**src/rtl/act_seq_pkg.sv**
```systemverilog
// Shared types and sizing helpers for the activation LUT sequencer family.
// Defaults here describe the reference configuration; modules derive their own widths.
package act_seq_pkg;

    typedef enum logic [1:0] {
        IDLE  = 2'd0,
        FETCH = 2'd1,
        CALC  = 2'd2,
        DONE  = 2'd3
    } state_t;

    localparam int N_NEURONS_DEF = 4;
    localparam int DATA_W_DEF    = 8;

    // A single-element sequencer still needs a one-bit index register.
    function automatic int idx_width(input int n);
        return (n > 1) ? $clog2(n) : 1;
    endfunction

    localparam int IDX_W  = idx_width(N_NEURONS_DEF);
    localparam int DIFF_W = DATA_W_DEF + 1;

endpackage

```
**src/rtl/act_lut_interp.sv**
```systemverilog
// Piecewise-linear interpolation between two LUT entries: y = base + floor((next-base)*frac / 2^FRAC_W).
// Purely combinational so it can be shared by any layer's sequencer.
module act_lut_interp #(
    parameter int DATA_W = 8,
    parameter int FRAC_W = 4
) (
    input  logic [DATA_W-1:0] lut_base,
    input  logic [DATA_W-1:0] lut_next,
    input  logic [FRAC_W-1:0] frac,
    output logic [DATA_W-1:0] y
);

    localparam int D_W = DATA_W + 1;
    localparam int P_W = D_W + FRAC_W + 1;

    logic signed [D_W-1:0] diff_s;
    logic signed [P_W-1:0] prod_s;
    logic signed [P_W-1:0] shift_s;

    // Result always lies between base and next, so truncation never wraps.
    always_comb begin
        diff_s  = $signed({lut_next[DATA_W-1], lut_next}) - $signed({lut_base[DATA_W-1], lut_base});
        prod_s  = P_W'(diff_s) * P_W'($signed({1'b0, frac}));
        shift_s = prod_s >>> FRAC_W;
        y       = DATA_W'(P_W'($signed(lut_base)) + shift_s);
    end

endmodule

```
**src/rtl/act_lut_sequencer.sv**
```systemverilog
// Time-multiplexes one external activation LUT across an N-element input vector,
// fetching and interpolating one element every two cycles.
module act_lut_sequencer
    import act_seq_pkg::*;
#(
    parameter int N_NEURONS = 4,
    parameter int IN_W      = 8,
    parameter int ADDR_W    = 4,
    parameter int FRAC_W    = 4,
    parameter int DATA_W    = 8
) (
    input  logic                        clk,
    input  logic                        rst,
    input  logic                        start,
    input  logic [N_NEURONS*IN_W-1:0]   x_vec,
    output logic [ADDR_W-1:0]           lut_addr,
    input  logic [DATA_W-1:0]           lut_base,
    input  logic [DATA_W-1:0]           lut_next,
    output logic                        busy,
    output logic                        done,
    output logic [N_NEURONS*DATA_W-1:0] y_vec
);

    localparam int IDX_BITS = idx_width(N_NEURONS);
    localparam int LAST     = N_NEURONS - 1;

    state_t                      state_q, state_d;
    logic [IDX_BITS-1:0]         idx_q, idx_d;
    logic [IDX_BITS-1:0]         idx_nxt_s;
    logic [N_NEURONS*IN_W-1:0]   x_q, x_d;
    logic [DATA_W-1:0]           base_q, base_d;
    logic [DATA_W-1:0]           next_q, next_d;
    logic [FRAC_W-1:0]           frac_q, frac_d;
    logic [ADDR_W-1:0]           lut_addr_q, lut_addr_d;
    logic                        busy_q, busy_d;
    logic                        done_q, done_d;
    logic [N_NEURONS*DATA_W-1:0] y_q, y_d;
    logic [DATA_W-1:0]           interp_y_s;

    act_lut_interp #(
        .DATA_W (DATA_W),
        .FRAC_W (FRAC_W)
    ) u_interp (
        .lut_base (base_q),
        .lut_next (next_q),
        .frac     (frac_q),
        .y        (interp_y_s)
    );

    assign idx_nxt_s = idx_q + IDX_BITS'(1);

    // lut_addr is registered, so it is loaded on the edge entering FETCH to be stable throughout FETCH.
    always_comb begin
        state_d    = state_q;
        idx_d      = idx_q;
        x_d        = x_q;
        base_d     = base_q;
        next_d     = next_q;
        frac_d     = frac_q;
        lut_addr_d = lut_addr_q;
        busy_d     = busy_q;
        done_d     = 1'b0;
        y_d        = y_q;
        case (state_q)
            IDLE: begin
                if (start) begin
                    state_d    = FETCH;
                    x_d        = x_vec;
                    idx_d      = {IDX_BITS{1'b0}};
                    busy_d     = 1'b1;
                    lut_addr_d = x_vec[FRAC_W +: ADDR_W];
                end else begin
                    busy_d     = 1'b0;
                end
            end
            FETCH: begin
                base_d  = lut_base;
                next_d  = lut_next;
                frac_d  = x_q[int'(idx_q)*IN_W +: FRAC_W];
                state_d = CALC;
            end
            CALC: begin
                y_d[int'(idx_q)*DATA_W +: DATA_W] = interp_y_s;
                if (idx_q == IDX_BITS'(LAST)) begin
                    state_d = DONE;
                    done_d  = 1'b1;
                end else begin
                    idx_d      = idx_nxt_s;
                    state_d    = FETCH;
                    lut_addr_d = x_q[int'(idx_nxt_s)*IN_W + FRAC_W +: ADDR_W];
                end
            end
            DONE: begin
                state_d = IDLE;
                busy_d  = 1'b0;
            end
            default: begin
                state_d = IDLE;
                busy_d  = 1'b0;
            end
        endcase
    end

    // State and datapath registers; reset aborts any run in progress.
    always_ff @(posedge clk or posedge rst) begin
        if (rst) begin
            state_q    <= IDLE;
            idx_q      <= {IDX_BITS{1'b0}};
            x_q        <= {(N_NEURONS*IN_W){1'b0}};
            base_q     <= {DATA_W{1'b0}};
            next_q     <= {DATA_W{1'b0}};
            frac_q     <= {FRAC_W{1'b0}};
            lut_addr_q <= {ADDR_W{1'b0}};
            busy_q     <= 1'b0;
            done_q     <= 1'b0;
            y_q        <= {(N_NEURONS*DATA_W){1'b0}};
        end else begin
            state_q    <= state_d;
            idx_q      <= idx_d;
            x_q        <= x_d;
            base_q     <= base_d;
            next_q     <= next_d;
            frac_q     <= frac_d;
            lut_addr_q <= lut_addr_d;
            busy_q     <= busy_d;
            done_q     <= done_d;
            y_q        <= y_d;
        end
    end

    assign lut_addr = lut_addr_q;
    assign busy     = busy_q;
    assign done     = done_q;
    assign y_vec    = y_q;

endmodule

```
**config.mk**
```make
export PLATFORM = sky130hd
export DESIGN_NAME = act_lut_sequencer
export DESIGN_NICKNAME = d
export VERILOG_FILES = /design/src/rtl/act_seq_pkg.sv /design/src/rtl/act_lut_interp.sv /design/src/rtl/act_lut_sequencer.sv
export SDC_FILE = /design/constraint.sdc
export NUM_CORES = 1
export LEC_CHECK = 0
export CAP_MARGIN = 0
export CORE_AREA = 10 10 117 119
export CTS_BUF_LIST = sky130_fd_sc_hd__clkbuf_8
export CTS_CLUSTER_SIZE = 8
export DETAILED_ROUTE_END_ITERATION = 16
export DIE_AREA = 0 0 127 129
export GPL_ROUTABILITY_DRIVEN = 0
export GPL_TIMING_DRIVEN = 0
export PLACE_DENSITY_LB_ADDON = 0.25
export SLEW_MARGIN = 10
export SYNTH_ARGS = -nofsm -noshare
export SYNTH_HDL_FRONTEND = slang
export SYNTH_HIERARCHICAL = 1
export SYNTH_SLANG_ARGS = --single-unit
```
**constraint.sdc**
```tcl
create_clock -name clk -period 8.5 [get_ports clk]
set_clock_uncertainty 0.2 [all_clocks]
set_input_delay 1.275 -clock clk [delete_from_list [all_inputs] [get_ports clk]]
set_output_delay 1.275 -clock clk [all_outputs]
set_load 0.005 [all_outputs]
```
==> impl_metrics.csv, run 1 <==
group,metric,value,unit
outcome,status,"finished, final reports clean",
global_route,grt_pass1_wl,21300,um
yosys,ys_seq_area_share,41.4,%
hold_path,hp-class,"reg2reg",
global_route,grt_overflow_total,0,
clock_network,cts.sinks,94,
yosys,synth_compound_area_share,12.1,%
yosys,synthCells,469,
critical_path,cp-end-kind,"flip-flop",
flow_run,cap_violations,0,
drt,wl_per_cell,17.5,um
global_route,grt_start_max_net_pins,69,
yosys,synth_cell_types,51,
yosys,postSynthAreaPerCell,12.1,um^2
place,dp_hpwl,10000,um
die,die_x,127,um
yosys,synth-edff-count,0,
die,die_y,129,um
die,placementRows,39,
yosys,yosysWarnings,6,
timing,worst_slew_pin_slew,0.548,ns
clock_network,cts_tree,"built",
critical_path,max_stage_delay,0.53,ns
clock_network,ctsHoldBuffers,0,
timing,period_needed,6.37,ns
global_route,grt_pass1_vias,4275,
cells_and_area,layout.nets,682,
clock_network,clk_pin_slew,0.09,ns
timing,timing.final.crit_share,74.9,%
yosys,synth_top_family_by_area,"adder cells",
timing,grt_setup_unrepaired,"no",
yosys,synth_xor_area_share,3.54,%
yosys,synth_seq_cells,94,
clock_network,cts_buffer_depth,2,
drt,dr.pass1.iters,4,
critical_path,r2r_slack,2.13,ns
critical_path,required,8.62,ns
critical_path,worstSetupEndpoint,"y_vec[15]$_DFFE_PP0P_",
yosys,syn_nets,582,
global_route,grtUsageTotal,15.8,%
critical_path,cp.depth,27,
yosys,synth_top_flop_cell,"dfrtp_1",
yosys,async_reset_ff_share,100,%
clock_network,root_buffer,"clkbuf_8",
drt,finalWirelength,12600,um
die,core,11300,um^2
clock_network,clk-insertion-delay-late,0.38,ns
timing,fin_tns_setup,0,ns
critical_path,r2r-end,"y_vec[15]$_DFFE_PP0P_",
critical_path,critPathSlowestCell,"fa_1",
critical_path,crit_buf_inv,3,
cells_and_area,area_growth,22.8,%
clock_network,cts_buffers,9,
critical_path,crit_family,"adder cells",
critical_path,reg2reg_from,"base_q[1]$_DFFE_PP0N_",
timing,setup_viol,0,
critical_path,ff2ff_path_depth,27,
yosys,netlist_area,5690,um^2
critical_path,crit_type,"reg2reg",
drt,routed_via_density,5.41,
die,io_pins,89,
die,dieArea,16400,um^2
drt,ant_nets,0,
drt,vias,3877,
critical_path,cp.arrival,6.48,ns
critical_path,start_kind,"flip-flop",
cells_and_area,final_layout_size_suffix_gt1_share,18.1,%
global_route,antenna_found_initial,0,
clock_network,cts.htree.levels,3,
cells_and_area,num_antenna_cells,0,
critical_path,startpoint,"base_q[1]$_DFFE_PP0N_",
drt,drt_iter0_drc,204,
clock_network,post-cts-setup-buffers,0,
clock_network,cts-resized-gates,0,
place,io_buffer_count,88,
yosys,yosys.area_share.simple,9.02,%
yosys,synth_fa_ha_area_share,15.9,%
timing,finalHoldViolCount,0,
critical_path,worstPathMaxFanout,5,
drt,drc,0,
timing,finalMaxSlewViolations,0,
die,start_util,50.2,%
cells_and_area,nFillCells,933,
timing,max_freq,0.157,GHz
yosys,muxShareOfSynthArea,13.7,%
timing,max_slew_margin,63.2,%
final cells by class:
| type | instances | area [um^2] | area share (%) |
|---|---|---|---|
| Multi-Input combinational cell | 318 | 3090 | 44.2 |
| Sequential cell | 94 | 2350 | 33.7 |
| Timing Repair Buffer | 89 | 908 | 13.0 |
| Tap cell | 143 | 179 | 2.56 |
| Inverter | 44 | 168 | 2.40 |
| Clock buffer | 11 | 151 | 2.17 |
| Buffer | 13 | 80.1 | 1.15 |
| Clock inverter | 5 | 57.6 | 0.824 |
through the flow:
stage          util (%)  hold WS [ns]  area [um^2]  setup slack [ns]  cells
2_1_floorplan         -         0.270         5690              2.88    469
3_3_place_gp       59.6         0.269         6750              2.31    700
3_5_place_dp       59.9         0.280         6780              2.13    701
4_1_cts            61.7         0.300         6990              2.09    717
5_1_grt            61.7         0.332         6990              1.65    717
6_report           61.7         0.292         6990              2.13    717
state kept, by name, indices dropped and copies added (netlist names):
signal	flops
x_q	32
y_vec	32
base_q	8
next_q	8
frac_q	4
lut_addr	4
idx_q	2
state_q	2
busy	1
done	1
cells in the final DEF, fill, tap and decap left out, types with 4 or more instances in the layout:
cell / netlist / routed
dfrtp_1: 94 / 94
clkdlybuf4s50_1: 0 / 88
mux2_2: 56 / 56
ha_1: 45 / 45
inv_1: 43 / 43
a22o_1: 32 / 32
and2_1: 21 / 21
fa_1: 17 / 17
nand2_1: 16 / 16
xnor2_1: 16 / 16
nor2b_1: 12 / 12
a21oi_1: 11 / 11
clkbuf_8: 0 / 11
o21ai_0: 8 / 8
nor2_1: 8 / 8
xor2_1: 7 / 7
o21a_1: 6 / 6
a21o_1: 6 / 6
buf_4: 5 / 5
nand2b_1: 5 / 5
buf_2: 4 / 4
o22ai_1: 4 / 4
a32oi_1: 4 / 4
o2bb2ai_1: 4 / 4
mux4_2: 4 / 4
mux2_4: 4 / 4
routing by layer:
metal	track usage [%]	vias up	share of wire, %
met1	19.3	1929	44
met5	0	-	0
met3	5.91	10	6.8
met4	3.88	0	1.1
met2	26.1	89	48
li1	-	1849	-
worst register-to-register path: stages (launching register included):
cell	delay [ns]
dfrtp_1	0.51
inv_1	0.08
ha_1	0.28
nor2b_1	0.12
o21ai_0	0.28
a21oi_1	0.16
a211oi_1	0.27
xnor2_1	0.16
and2_1	0.18
ha_1	0.31
fa_1	0.53
inv_1	0.05
fa_1	0.53
inv_1	0.04
ha_1	0.21
or2_2	0.30
a41oi_2	0.19
a21oi_1	0.14
o21a_1	0.20
nor2_1	0.12
xnor2_1	0.09
ha_1	0.32
o21a_1	0.13
nor2_1	0.04
a21oi_1	0.15
xnor2_1	0.10
xnor2_1	0.42
a22o_1	0.20
synth_stat cells (3+ instances only):
| library cell | instances | area [um^2] |
|---|---|---|
| dfrtp_1 | 94 | 2350 |
| mux2_2 | 56 | 631 |
| ha_1 | 45 | 563 |
| inv_1 | 43 | 161 |
| a22o_1 | 32 | 280 |
| and2_1 | 21 | 131 |
| fa_1 | 17 | 340 |
| nand2_1 | 16 | 60.1 |
| xnor2_1 | 16 | 140 |
| nor2b_1 | 12 | 75.1 |
| a21oi_1 | 11 | 55.1 |
| nor2_1 | 8 | 30.0 |
| o21ai_0 | 8 | 40.0 |
| xor2_1 | 7 | 61.3 |
| a21o_1 | 6 | 45.0 |
| o21a_1 | 6 | 45.0 |
| buf_4 | 5 | 37.5 |
| nand2b_1 | 5 | 31.3 |
| a32oi_1 | 4 | 35.0 |
| buf_2 | 4 | 20.0 |
| mux2_4 | 4 | 60.1 |
| mux4_2 | 4 | 90.1 |
| o22ai_1 | 4 | 25.0 |
| o2bb2ai_1 | 4 | 35.0 |
| a211oi_1 | 3 | 22.5 |
| clkbuf_1 | 3 | 11.3 |
| nand3_1 | 3 | 15.0 |
| nor3_1 | 3 | 15.0 |
| nor4_4 | 3 | 63.8 |
cells by family (layout without fill, tap and decap cells):
logic type	Yosys count	after routing
xor+xnor	23	23
flops	94	94
compound gates	88	88
buf+inv	57	162
simple gates	81	81
mux	64	64
fa+ha+maj	62	62
worst min path at each step:
stage	start	endpoint	depth (start not counted)
final	busy$_DFFE_PP0P_	busy$_DFFE_PP0P_	2
after global routing	x_q[22]$_DFFE_PP0P_	x_q[22]$_DFFE_PP0P_	1
after CTS	busy$_DFFE_PP0P_	busy$_DFFE_PP0P_	2
after detailed placement	lut_addr[1]$_DFFE_PP0P_	lut_addr[1]$_DFFE_PP0P_	1
after global placement	busy$_DFFE_PP0P_	busy$_DFFE_PP0P_	2
after floorplan	busy$_DFFE_PP0P_	busy$_DFFE_PP0P_	2
Power of run 1 is not shown: default switching activity piles up to over one toggle a cycle in this logic, so the estimate is an artifact.
==> inputs of run 2 (changes only) <==
==> constraint.sdc (replaced) <==
create_clock -name clk -period 5.39 [get_ports clk]
set_clock_uncertainty 0.2 [all_clocks]
set_input_delay 0.8085 -clock clk [delete_from_list [all_inputs] [get_ports clk]]
set_output_delay 0.8085 -clock clk [all_outputs]
set_load 0.005 [all_outputs]
==> run 2 against run 1 <==
Net effect:
- the flow now finishes with violations (setup timing)
- maximum frequency up 14%
- hold slack better by 0.0015 ns
- cell count up 4.2%
- critical endpoint is now y_vec[7]$_DFFE_PP0P_
- global-route usage up 0.60 points
- critical path type unchanged
- sequential share of layout area down 2.5 points
- cell area up 8.2%
==> impl_metrics.csv, run 2 (synthesized netlist as in run 1, its figures left out) <==
group,metric,value,unit
timing,setup_viol,9,
critical_path,cp-end-kind,"flip-flop",
global_route,grt_pass1_vias,4477,
clock_network,clk-insertion-delay-late,0.37,ns
global_route,grtUsageTotal,16.4,%
timing,worst_slew_pin_slew,0.557,ns
cells_and_area,final_common_cell,"dfrtp_1",
timing,max_slew_margin,62.6,%
global_route,grt_pass1_wl,22300,um
cells_and_area,layout.nets,712,
critical_path,r2r-end,"y_vec[7]$_DFFE_PP0P_",
drt,routed_via_density,5.44,
timing,max_freq,0.180,GHz
global_route,grt_start_max_net_pins,69,
drt,vias,4065,
timing,grt_setup_unrepaired,"yes",
drt,dr.pass1.iters,4,
die,placementRows,39,
timing,timing.final.crit_share,103,%
critical_path,start_kind,"flip-flop",
cells_and_area,nFillCells,904,
die,start_util,50.2,%
clock_network,clk_pin_slew,0.10,ns
place,io_buffer_count,88,
die,io_pins,89,
drt,wl_per_cell,18.0,um
hold_path,hold_start,"busy$_DFFE_PP0P_",
cells_and_area,area_growth,32.9,%
die,die_x,127,um
clock_network,cts.sinks,94,
cells_and_area,final_layout_size_suffix_gt1_share,32.1,%
clock_network,cts_buffers,9,
drt,drt_iter0_drc,188,
cells_and_area,mostFrequentLayoutCells,"93 x dfrtp_1, 88 x clkdlybuf4s50_1, 56 x mux2_2",
drt,drc,0,
timing,finalMaxSlewViolations,0,
critical_path,ff2ff_path_depth,26,
cells_and_area,fin_util,66.8,%
clock_network,cts_tree,"built",
drt,ant_nets,0,
global_route,grt_overflow_total,0,
die,die_y,129,um
flow_run,cap_violations,0,
clock_network,root_buffer,"clkbuf_8",
die,core,11300,um^2
global_route,antenna_found_initial,0,
die,dieArea,16400,um^2
critical_path,crit_type,"reg2reg",
clock_network,cts_buffer_depth,2,
critical_path,critPathSlowestCell,"fa_1",
cells_and_area,num_antenna_cells,0,
critical_path,cp.arrival,5.64,ns
timing,setup_ws,-0.177,ns
critical_path,required,5.46,ns
clock_network,cts.htree.levels,3,
outcome,violations,"setup timing",
critical_path,r2r_slack,-0.18,ns
drt,finalWirelength,13400,um
outcome,status,"finished, violations left",
critical_path,worstPathMaxFanout,4,
critical_path,reg2reg_from,"base_q[0]$_DFFE_PP0N_",
critical_path,max_stage_delay,0.50,ns
critical_path,worstSetupEndpoint,"y_vec[7]$_DFFE_PP0P_",
place,dp_hpwl,10000,um
timing,period_needed,5.57,ns
cells_and_area,multi_input_area,3450,um^2
timing,finalHoldViolCount,0,
cells_and_area,register_area,2350,um^2
hold_path,hp-class,"reg2reg",
critical_path,startpoint,"base_q[0]$_DFFE_PP0N_",
==> run 2: cell count changes in the layout (fill, tap and decap cells not counted), moves of 4 or more <==
cell     previous run  this run
and2_4              0         5
inv_2               1         7
xnor2_2             0         7
a21oi_2             0         7
and2_1             21        16
a21oi_1            11         3
nor2_1              8         4
ha_4                0        10
xnor2_1            16         7
nor2_2              0         4
inv_1              43        36
buf_4               5        33
nor2b_1            12         8
ha_1               45        34
==> run 2: worst min-delay path by stage <==
stage                     endpoint  slack (ns)  cells after the start
2_1_floorplan     busy$_DFFE_PP0P_        0.27                      2
3_3_place_gp      busy$_DFFE_PP0P_        0.27                      2
6_report          busy$_DFFE_PP0P_        0.29                      2
3_5_place_dp      busy$_DFFE_PP0P_        0.27                      2
4_1_cts           busy$_DFFE_PP0P_        0.30                      2
5_1_grt        x_q[16]$_DFFE_PP0P_        0.33                      1
==> run 2: area by class of cell <==
cell class / instances / area share [%]
plain buffers: 13 / 1.06
clock buffers: 10 / 1.82
clock inverters: 6 / 0.679
inverters: 44 / 2.22
multi-input cells: 318 / 45.6
flip-flops and latches: 94 / 31.1
well taps: 143 / 2.37
repair buffers: 119 / 15.1
==> run 2: metal layers <==
layer  vias to the layer above  GRT usage (%)  wire (um)
li1                       1917              -          -
met1                      2035           19.9       5870
met2                        95           27.4       6600
met3                        18           4.76        737
met4                         0           5.76        223
met5                         -              0          0
==> run 2: repair_timing <==
action,CTS,global route
resized for setup,34,30
gates cloned,0,0
pin swaps,33,44
setup buffers,16,15
endpoints found under the setup margin,12,15
hold buffers,0,0
==> run 2: worst max-delay path, delay by kind of cell (launching register included) <==
family	cells	cell delay, ns
and+or+nand+nor	5	0.56
AOI/OAI and AO/OA	8	1.17
buffers and inverters	2	0.10
DFF	1	0.43
xor gates and xnor gates	4	0.75
adders and majority gates	7	2.26
==> run 2: per-stage QoR <==
step	hold WS, ns	std cells	setup TNS (ns)	setup slack, ns	instance area [um^2]
after detailed placement	0.273	701	-4.67	-0.610	6800
after floorplan	0.270	469	0	0.00409	5710
after global placement	0.269	700	-3.44	-0.467	6770
final	0.293	747	-0.869	-0.177	7560
after global routing	0.327	747	-3.41	-0.485	7560
after CTS	0.295	733	-0.415	-0.111	7310
Power of run 2 is left out for the same reason.
==> inputs of run 3 (changes only) <==
--- a/config.mk
+++ b/config.mk
@@ -6,16 +6,15 @@
 export NUM_CORES = 1
 export LEC_CHECK = 0
 export CAP_MARGIN = 0
-export CORE_AREA = 10 10 117 119
+export CORE_AREA = 10 10 116 118
 export CTS_BUF_LIST = sky130_fd_sc_hd__clkbuf_8
 export CTS_CLUSTER_SIZE = 8
 export DETAILED_ROUTE_END_ITERATION = 16
-export DIE_AREA = 0 0 127 129
+export DIE_AREA = 0 0 126 128
 export GPL_ROUTABILITY_DRIVEN = 0
 export GPL_TIMING_DRIVEN = 0
 export PLACE_DENSITY_LB_ADDON = 0.25
 export SLEW_MARGIN = 10
 export SYNTH_ARGS = -nofsm -noshare
 export SYNTH_HDL_FRONTEND = slang
-export SYNTH_HIERARCHICAL = 1
 export SYNTH_SLANG_ARGS = --single-unit
==> run 3 against run 2 <==
Net effect:
- the run still ends with setup timing left
- wire length grew 0.32%
- non-clock buffer count shrank 1
- register-to-register slack lost 0.21 ns
- highest routed layer unchanged
==> impl_metrics.csv, run 3 <==
group,metric,value,unit
clock_network,cts_buffer_depth,2,
cells_and_area,final_layout_size_suffix_gt1_share,26.3,%
timing,max_freq,0.173,GHz
yosys,synth_largest_area_cell,"dfrtp_1",
yosys,synth-edff-count,0,
cells_and_area,final_cell_area,7410,um^2
critical_path,worstPathMaxFanout,4,
clock_network,cts.htree.levels,3,
hold_path,hp-class,"reg2reg",
global_route,grt_overflow_total,0,
place,place_area,6700,um^2
drt,drc,0,
drt,vias,4091,
critical_path,required,5.49,ns
critical_path,start_kind,"flip-flop",
die,start_util,49.7,%
global_route,grt_pass1_vias,4569,
global_route,grt_start_max_net_pins,55,
die,placementRows,39,
clock_network,cts_tree,"built",
yosys,synth_cell_types,42,
clock_network,cts_buffers,9,
global_route,antenna_found_initial,0,
die,dieArea,16100,um^2
cells_and_area,mostFrequentLayoutCells,"93 x dfrtp_1, 88 x clkdlybuf4s50_1, 49 x inv_1",
timing,finalMaxSlewViolations,0,
cells_and_area,area_growth,32.9,%
clock_network,clk-insertion-delay-late,0.37,ns
drt,finalWirelength,13500,um
timing,timing.final.crit_share,107,%
place,io_buffer_count,88,
yosys,yosysMostFrequentCell,"dfrtp_1",
flow_run,cap_violations,0,
yosys,synth_top_flop_cell,"dfrtp_1",
clock_network,clk_pin_slew,0.10,ns
yosys,ys_seq_area_share,42.2,%
critical_path,cp.arrival,5.88,ns
yosys,synth_seq_cells,94,
clock_network,ctsHoldBuffers,0,
global_route,grt_pass1_wl,22000,um
drt,drt_iter0_drc,252,
yosys,postSynthAreaPerCell,11.2,um^2
cells_and_area,nFillCells,865,
yosys,netlist_area,5570,um^2
timing,grt_setup_unrepaired,"yes",
timing,setup_viol,12,
critical_path,crit_type,"reg2reg",
drt,routed_via_density,5.31,
yosys,synth_top_area_share,42.2,%
cells_and_area,fin_util,66.0,%
timing,worst_slew_pin_slew,0.731,ns
timing,max_slew_margin,50.9,%
clock_network,cts.sinks,94,
die,core,11200,um^2
die,die_y,128,um
yosys,syn_nets,609,
cells_and_area,final_common_cell,"dfrtp_1",
drt,wl_per_cell,17.5,um
outcome,status,"finished, violations left",
cells_and_area,final_cells,770,
cells_and_area,num_antenna_cells,0,
yosys,async_reset_ff_share,100,%
cells_and_area,multi_input_area,3300,um^2
timing,finalHoldViolCount,0,
place,dp_hpwl,10100,um
critical_path,r2r_slack,-0.39,ns
drt,dr.pass1.iters,4,
global_route,grtUsageTotal,16.5,%
yosys,synthTopCellsByArea,"dfrtp_1 42%, ha_1 10%, mux2_2 8.7%",
yosys,yosysWarnings,0,
clock_network,root_buffer,"clkbuf_8",
critical_path,cp-end-kind,"flip-flop",
cells_and_area,layout.nets,736,
timing,period_needed,5.78,ns
yosys,synthTopCellsByCount,"94 x dfrtp_1, 57 x inv_1, 45 x ha_1",
die,io_pins,89,
die,die_x,126,um
place,place_inst,728,
drt,ant_nets,0,
yosys,synthCells,496,
outcome,violations,"setup timing",
cells_and_area,register_area,2350,um^2
timing,setup_ws,-0.388,ns
-- run 3: cell types whose count changed after synthesis, sizes merged, moves of 6 or more --
| cell | delta |
|---|---|
| inv | +13 |
| a21o | -6 |
| nor2 | +11 |
| clkbuf | +6 |
| mux2 | -17 |
| o21ai | +19 |
| nand2 | +16 |
-- run 3: worst paths after layout --
path,startpoint,end,cells past startpoint
max,base_q[1]$_DFFE_PP0N_,y_vec[15]$_DFFE_PP0P_,27
min,y_vec[17]$_DFFE_PP0P_,y_vec[17]$_DFFE_PP0P_,2
max reg2reg,base_q[1]$_DFFE_PP0N_,y_vec[15]$_DFFE_PP0P_,27
min reg2reg,y_vec[17]$_DFFE_PP0P_,y_vec[17]$_DFFE_PP0P_,2
max in group asynchronous,rst,next_q[6]$_DFFE_PP0N_,3
min in group asynchronous,rst,busy$_DFFE_PP0P_,2
-- run 3: metal layers --
metal,GRT usage [%],share of wire (%)
met2,28.2,50
met4,4.42,1.6
met1,20.0,42
met5,0,0
met3,4.43,6.0
-- run 3: cells by family (layout without fill, tap and decap cells) --
family	after synthesis	count (layout)	share of synthesized area, %
AO/OA/AOI/OAI	84	84	10.3
XOR/XNOR	24	24	3.77
adder cells (fa/ha/maj)	62	62	16.2
buffers and inverters	72	203	4.92
flip-flops	94	94	42.2
multiplexers	55	55	12.6
AND/OR/NAND/NOR	105	105	9.99
-- run 3: what timing repair did --
| action | 4_1_cts | 5_1_grt |
|---|---|---|
| pin swaps | 36 | 33 |
| setup endpoints to repair | 16 | 16 |
| buffers inserted | 22 | 5 |
| resized for setup | 45 | 23 |
| endpoints found under the hold margin | 0 | 0 |
| gates cloned | 0 | 0 |
-- run 3: final cells by class --
type	instances	share of cell area (%)
plain buffers	15	0.811
clock buffers	9	1.67
clock inverters	6	0.710
inverters	57	2.96
multi-input cells	330	44.6
flip-flops and latches	94	31.8
well taps	143	2.42
repair buffers	116	15.1
-- run 3: metrics by stage --
stage	hold slack, ns	TNS (ns)	setup WS (ns)
after global routing	0.329	-5.03	-0.655
after detailed placement	0.275	-5.16	-0.735
after floorplan	0.270	0	0.00373
after global placement	0.270	-4.27	-0.663
after CTS	0.298	-1.09	-0.280
final	0.295	-1.94	-0.388
-- run 3: worst max-delay path, cell delays in order (launching register included) --
cell and delay, ns:
dfrtp_2 0.45, buf_4 0.15, fa_2 0.42, nor2b_4 0.17
o21ai_1 0.11, a21boi_4 0.18, and2_4 0.17, ha_4 0.20
fa_1 0.55, inv_2 0.05, fa_1 0.49, inv_2 0.05
ha_4 0.25, o21ai_2 0.19, nor2_2 0.07, o21a_1 0.21
a21oi_2 0.15, nor2b_1 0.06, nor2_1 0.13, xnor2_1 0.15
ha_2 0.31, o21ai_2 0.06, nand2b_1 0.08, o41ai_2 0.07
xnor2_1 0.17, xnor2_1 0.12, xnor2_2 0.33, a22o_1 0.19
Power of run 3 is left out for the same reason.
